## src/rtl/rally_sequencer.sv

```systemverilog
// Ping-pong game controller: serve/rally/done sequencing, scoring, countdown clock
// and serve arbitration. All outputs are registered.
//   state   | meaning
//   S_SERVE | ball parked on server's paddle, waiting for pause expiry and serve press
//   S_PLAY  | rally in progress, clock running, point detection active
//   S_DONE  | game over, everything frozen until reset
module rally_sequencer #(
    parameter int         WIN_SCORE     = 7,
    parameter int         GAME_TIME     = 60,
    parameter int         TICKS_PER_SEC = 60,
    parameter logic [9:0] TOP_LIMIT     = 10'd8,
    parameter logic [9:0] BOTTOM_LIMIT  = 10'd472,
    parameter int         PAUSE_FRAMES  = 30
) (
    input  logic       clk,
    input  logic       reset,
    input  logic       frame_tick,
    input  logic       p1_serve,
    input  logic       p2_serve,
    input  logic [9:0] ball_y,
    output logic [1:0] game_state,
    output logic       server,
    output logic       ball_hold,
    output logic [3:0] p1_score,
    output logic [3:0] p2_score,
    output logic [5:0] time_cnt,
    output logic [1:0] winner
);

    localparam int PRE_W = (TICKS_PER_SEC > 1) ? $clog2(TICKS_PER_SEC) : 1;
    localparam int PAU_W = (PAUSE_FRAMES > 0) ? $clog2(PAUSE_FRAMES + 1) : 1;
    localparam logic [PRE_W-1:0] PRE_LAST   = PRE_W'(TICKS_PER_SEC - 1);
    localparam logic [PAU_W-1:0] PAUSE_INIT = PAU_W'(PAUSE_FRAMES);
    localparam logic [3:0]       WIN        = 4'(WIN_SCORE);
    localparam logic [5:0]       TIME_INIT  = 6'(GAME_TIME);

    typedef enum logic [1:0] {
        S_SERVE = 2'd0,
        S_PLAY  = 2'd1,
        S_DONE  = 2'd2
    } state_t;

    state_t             state_q, state_d;
    logic               server_q, server_d;
    logic               hold_q, hold_d;
    logic [3:0]         p1_q, p1_d, p2_q, p2_d;
    logic [5:0]         time_q, time_d;
    logic [1:0]         winner_q, winner_d;
    logic [PRE_W-1:0]   pre_q, pre_d;
    logic [PAU_W-1:0]   pause_q, pause_d;
    logic               prev1_q, prev2_q, arm1_q, arm2_q;
    logic               edge1, edge2, srv_edge, pt1, pt2, wrap, time_out;

    // arm gates edges until the button has been seen released since reset
    assign edge1    = p1_serve & ~prev1_q & arm1_q;
    assign edge2    = p2_serve & ~prev2_q & arm2_q;
    assign srv_edge = server_q ? edge2 : edge1;
    assign pt1      = ball_y < TOP_LIMIT;
    assign pt2      = !pt1 && (ball_y > BOTTOM_LIMIT);
    assign wrap     = frame_tick && (pre_q == PRE_LAST);

    always_comb begin
        state_d  = state_q;
        server_d = server_q;
        p1_d     = p1_q;
        p2_d     = p2_q;
        time_d   = time_q;
        winner_d = 2'd0;
        pre_d    = pre_q;
        pause_d  = pause_q;
        time_out = 1'b0;
        case (state_q)
            S_SERVE: begin
                if (frame_tick && pause_q != '0)
                    pause_d = pause_q - PAU_W'(1);
                if (pause_q == '0 && srv_edge)
                    state_d = S_PLAY;
            end
            S_PLAY: begin
                if (frame_tick)
                    pre_d = wrap ? '0 : pre_q + PRE_W'(1);
                if (wrap && time_q != 6'd0) begin
                    time_d   = time_q - 6'd1;
                    time_out = (time_q == 6'd1);
                end
                if (pt1 && p1_q < WIN) begin
                    p1_d     = p1_q + 4'd1;
                    server_d = 1'b1;
                end else if (pt2 && p2_q < WIN) begin
                    p2_d     = p2_q + 4'd1;
                    server_d = 1'b0;
                end
                // a point landing with the last second is credited before the game ends
                if (p1_d == WIN || p2_d == WIN || time_out) begin
                    state_d  = S_DONE;
                    winner_d = (p1_d > p2_d) ? 2'd1 : (p2_d > p1_d) ? 2'd2 : 2'd3;
                end else if (pt1 || pt2) begin
                    state_d = S_SERVE;
                    pause_d = PAUSE_INIT;
                end
            end
            S_DONE:  winner_d = winner_q;
            default: state_d = S_SERVE;
        endcase
        hold_d = (state_d != S_PLAY);
    end

    always_ff @(posedge clk) begin
        if (reset) begin
            state_q  <= S_SERVE;
            server_q <= 1'b0;
            hold_q   <= 1'b1;
            p1_q     <= 4'd0;
            p2_q     <= 4'd0;
            time_q   <= TIME_INIT;
            winner_q <= 2'd0;
            pre_q    <= '0;
            pause_q  <= '0;
            prev1_q  <= 1'b0;
            prev2_q  <= 1'b0;
            arm1_q   <= 1'b0;
            arm2_q   <= 1'b0;
        end else begin
            state_q  <= state_d;
            server_q <= server_d;
            hold_q   <= hold_d;
            p1_q     <= p1_d;
            p2_q     <= p2_d;
            time_q   <= time_d;
            winner_q <= winner_d;
            pre_q    <= pre_d;
            pause_q  <= pause_d;
            prev1_q  <= p1_serve;
            prev2_q  <= p2_serve;
            arm1_q   <= arm1_q | ~p1_serve;
            arm2_q   <= arm2_q | ~p2_serve;
        end
    end

    assign game_state = state_q;
    assign server     = server_q;
    assign ball_hold  = hold_q;
    assign p1_score   = p1_q;
    assign p2_score   = p2_q;
    assign time_cnt   = time_q;
    assign winner     = winner_q;

endmodule

```

## config.mk

```make
export PLATFORM = sky130hd
export DESIGN_NAME = rally_sequencer
export DESIGN_NICKNAME = d
export VERILOG_FILES = /design/src/rtl/rally_sequencer.sv
export SDC_FILE = /design/constraint.sdc
export NUM_CORES = 1
export LEC_CHECK = 0
export CORE_ASPECT_RATIO = 1.5
export CORE_MARGIN = 2
export CORE_UTILIZATION = 42
export DETAILED_ROUTE_END_ITERATION = 10
export GPL_ROUTABILITY_DRIVEN = 0
export MAX_ROUTING_LAYER = met4
export PLACE_DENSITY = 0.66
export SLEW_MARGIN = 30
export SYNTH_ARGS = -nofsm -noshare
export SYNTH_HDL_FRONTEND = slang
export SYNTH_SLANG_ARGS = --single-unit
```

## constraint.sdc

```tcl
create_clock -name clk -period 3.79 [get_ports clk]
set_input_delay 0.5685 -clock clk [delete_from_list [all_inputs] [get_ports clk]]
set_output_delay 0.5685 -clock clk [all_outputs]
set_load 0.1 [all_outputs]
```

==> results.cfg <==
[run_status]
status = finished, violations left
failed_checks = design-rule violations

[setup_path]
crit_path_max_incr_delay_ps = 580
crit_slowest_cell = or4_1
required_ps = 3970
crit_chain = clkdlybuf4s50_1 -> or4_1 -> a31oi_4 -> nor2_1 -> mux2_2 -> ha_1 -> nor2b_1 -> o21a_1 -> o21a_1 -> o21a_1 -> a22o_1
critPathKind = in -> reg
crit_path_end_kind = register
crit_arrival_ps = 3400
cp-start-kind = primary input
worstPathMaxFanout = 6
path_delay_family = compound AO/OA/AOI/OAI gates
worstPathBufferInverterCount = 1
path_common_cell = o21a_1

[timing]
rsz0062_at_grt = false
finalClockSkew_ps = 8.419
tightest_slew_ps = 977.1
slew_viol_final = 0
relSlewSlack = 0.3466
hold_viol = 0
finalSetupViolations = 0
period_needed_ps = 3224
fin_crit_sh = 0.8507
setup_tns_ps = 0
fmax_mhz = 310.2
whs_ps = 452.8

[routing]
wl_mm = 4.232
drtIter0Drc = 48
wire_per_inst_um = 14.25
ant_nets = 0
firstDrtPassIters = 7
drc = 1
vias = 1689
routed_via_density = 5.687

[cts]
cts_tree = done
cts_hold_buf = 0
ctsResizeCount = 0
htree_levels = 2
clockBufferDepth = 2
clkTransAtPathRegs_ps = 70
numCtsBuffers = 5
root_buffer = clkbuf_8
worstSkewPairLatency_ps = 280
post-cts-setup-buffer-count = 0
cts_sinks = 35

[global_route]
antenna_found_initial = 0
grt_pass1_wl_mm = 7.472
grt_use_total = 0.1934
overflow = 0
grt_pass1_vias = 1687
grt_max_degree = 18

[finish]
drive_above_1_share = 0.08434
stdcell_count = 297
diodes = 0
nets = 275
final_cell_area_um2 = 2385
syn2layout_area_growth_pct = 25.39

[synthesis]
async_reset_ff_frac = 0
synth_warnings = 0
synth-seq-cells = 35
syn_area_um2 = 1902
synth.area.top_cells = dfxtp_1 (37%), ha_1 (7.2%), nor2_1 (5.5%), xnor2_1 (3.2%), a21oi_1 (3.2%)
synth_area_per_cell_um2 = 9.013
synth_top_area_cell = dfxtp_1
synth-seq-area-share = 0.3684
synth_commonest_cells = dfxtp_1 (35), nor2_1 (28), a21oi_1 (12), nand2_1 (12), ha_1 (11)
synth_edf_count = 0
synthesis.instances = 211
synth_top_area_frac = 0.3684
yosysMostFrequentCell = dfxtp_1
synth_ff_type = dfxtp_1
ys_types = 54
syn_nets = 237

[floorplan]
row_count = 30
io-pin-count = 35
die_h_um = 86.42
die_w_um = 58.95
initial_core_util = 0.4294
dieArea_um2 = 5094
core_area_um2 = 4429

[placement]
port-buffer-count = 34
hpwl_mm = 3.236
place_area_um2 = 2297
dp.cells = 290

[flow_run]
max-cap-violations = 0

[power_and_ir_drop]
p_per_area_nw_per_um2 = 384.2
power.leakage_nw = 0.8935
ir_drop_mv = 0.1530

[worst_hold_path]
hold_class = reg -> reg
==> cells by family after synthesis <==
logic type / after synthesis / synth area share
muxes: 6 / 0.03289
DFF: 35 / 0.3684
buffers and inverters: 15 / 0.03026
AOI/OAI and AO/OA: 47 / 0.2040
adders and majority gates: 11 / 0.07237
and+or+nand+nor: 85 / 0.2368
xor gates and xnor gates: 12 / 0.05526
==> through the flow <==
step	utilization	total power [mW]	setup WS, ps
5_1_grt	0.5384	0.9727	445.3
6_report	0.5384	0.9163	566.0
3_3_place_gp	0.5186	0.6537	326.5
3_5_place_dp	0.5186	0.6573	268.8
2_1_floorplan	-	0.6019	566.5
4_1_cts	0.5384	0.9279	572.3
==> tightest hold or removal path: stages, from the launching register on <==
cell     delay (ps)
dfxtp_1         310
inv_1            50
a21oi_1          50
==> flip-flops by register name, summed over array words and instances (netlist names), 2 cells and up <==
register,flops
game_state,2
p1_score,4
p2_score,4
pause_q,5
pre_q,6
time_cnt,6
winner,2
==> cell usage in the layout, fill, tap and decap left out, drive strengths merged, types with 2 or more instances in the layout <==
master         count
xor2               5
a211oi             5
nand4b             3
dfxtp             35
clkdlybuf4s50     34
buf                2
nand2b             2
and3               7
nor3               5
nor2b              5
nand4              3
mux2               2
inv               10
clkbuf             6
o21a               3
nand3              8
o21ai              8
ha                11
mux2i              4
xnor2              7
a21oi             12
nand2             12
a31oi              2
or4                3
a21o               3
nor4               3
nor2              28
==> cell type report <==
class,count,area [µm²]
fill,430,2044
multi-input combinational,161,1144
sequential,35,700.7
timing repair buffer,36,355.3
clock buffer,6,82.58
tap,48,60.06
inverter,10,37.54
clock inverter,1,5.005
==> power by group <==
group	leakage, nW	total [mW]	switching [mW]	internal [mW]
clock	0.0470	0.267	0.125	0.142
sequential	0.284	0.418	0.0241	0.393
combinational	0.562	0.231	0.126	0.105
total	0.894	0.916	0.275	0.641
==> path summary, 6_finish.rpt <==
check	start	endpoint	slack, ps	depth (start not counted)
max	ball_y[5]	winner[1]	570	11
min reg2reg	arm2_q	arm2_q	450	2
min	arm2_q	arm2_q	450	2
max reg2reg	p2_score[0]	winner[1]	990	11
==> per-layer routing <==
metal  track usage  wire length [µm]  up-vias
li1              -                 -      843
met1        0.2061              1657      788
met2        0.3414              2309       49
met3       0.02836               170        9
met4       0.09091                95        0
met5             -                 0        -
No activity file was read; power rests on OpenSTA's default activity.
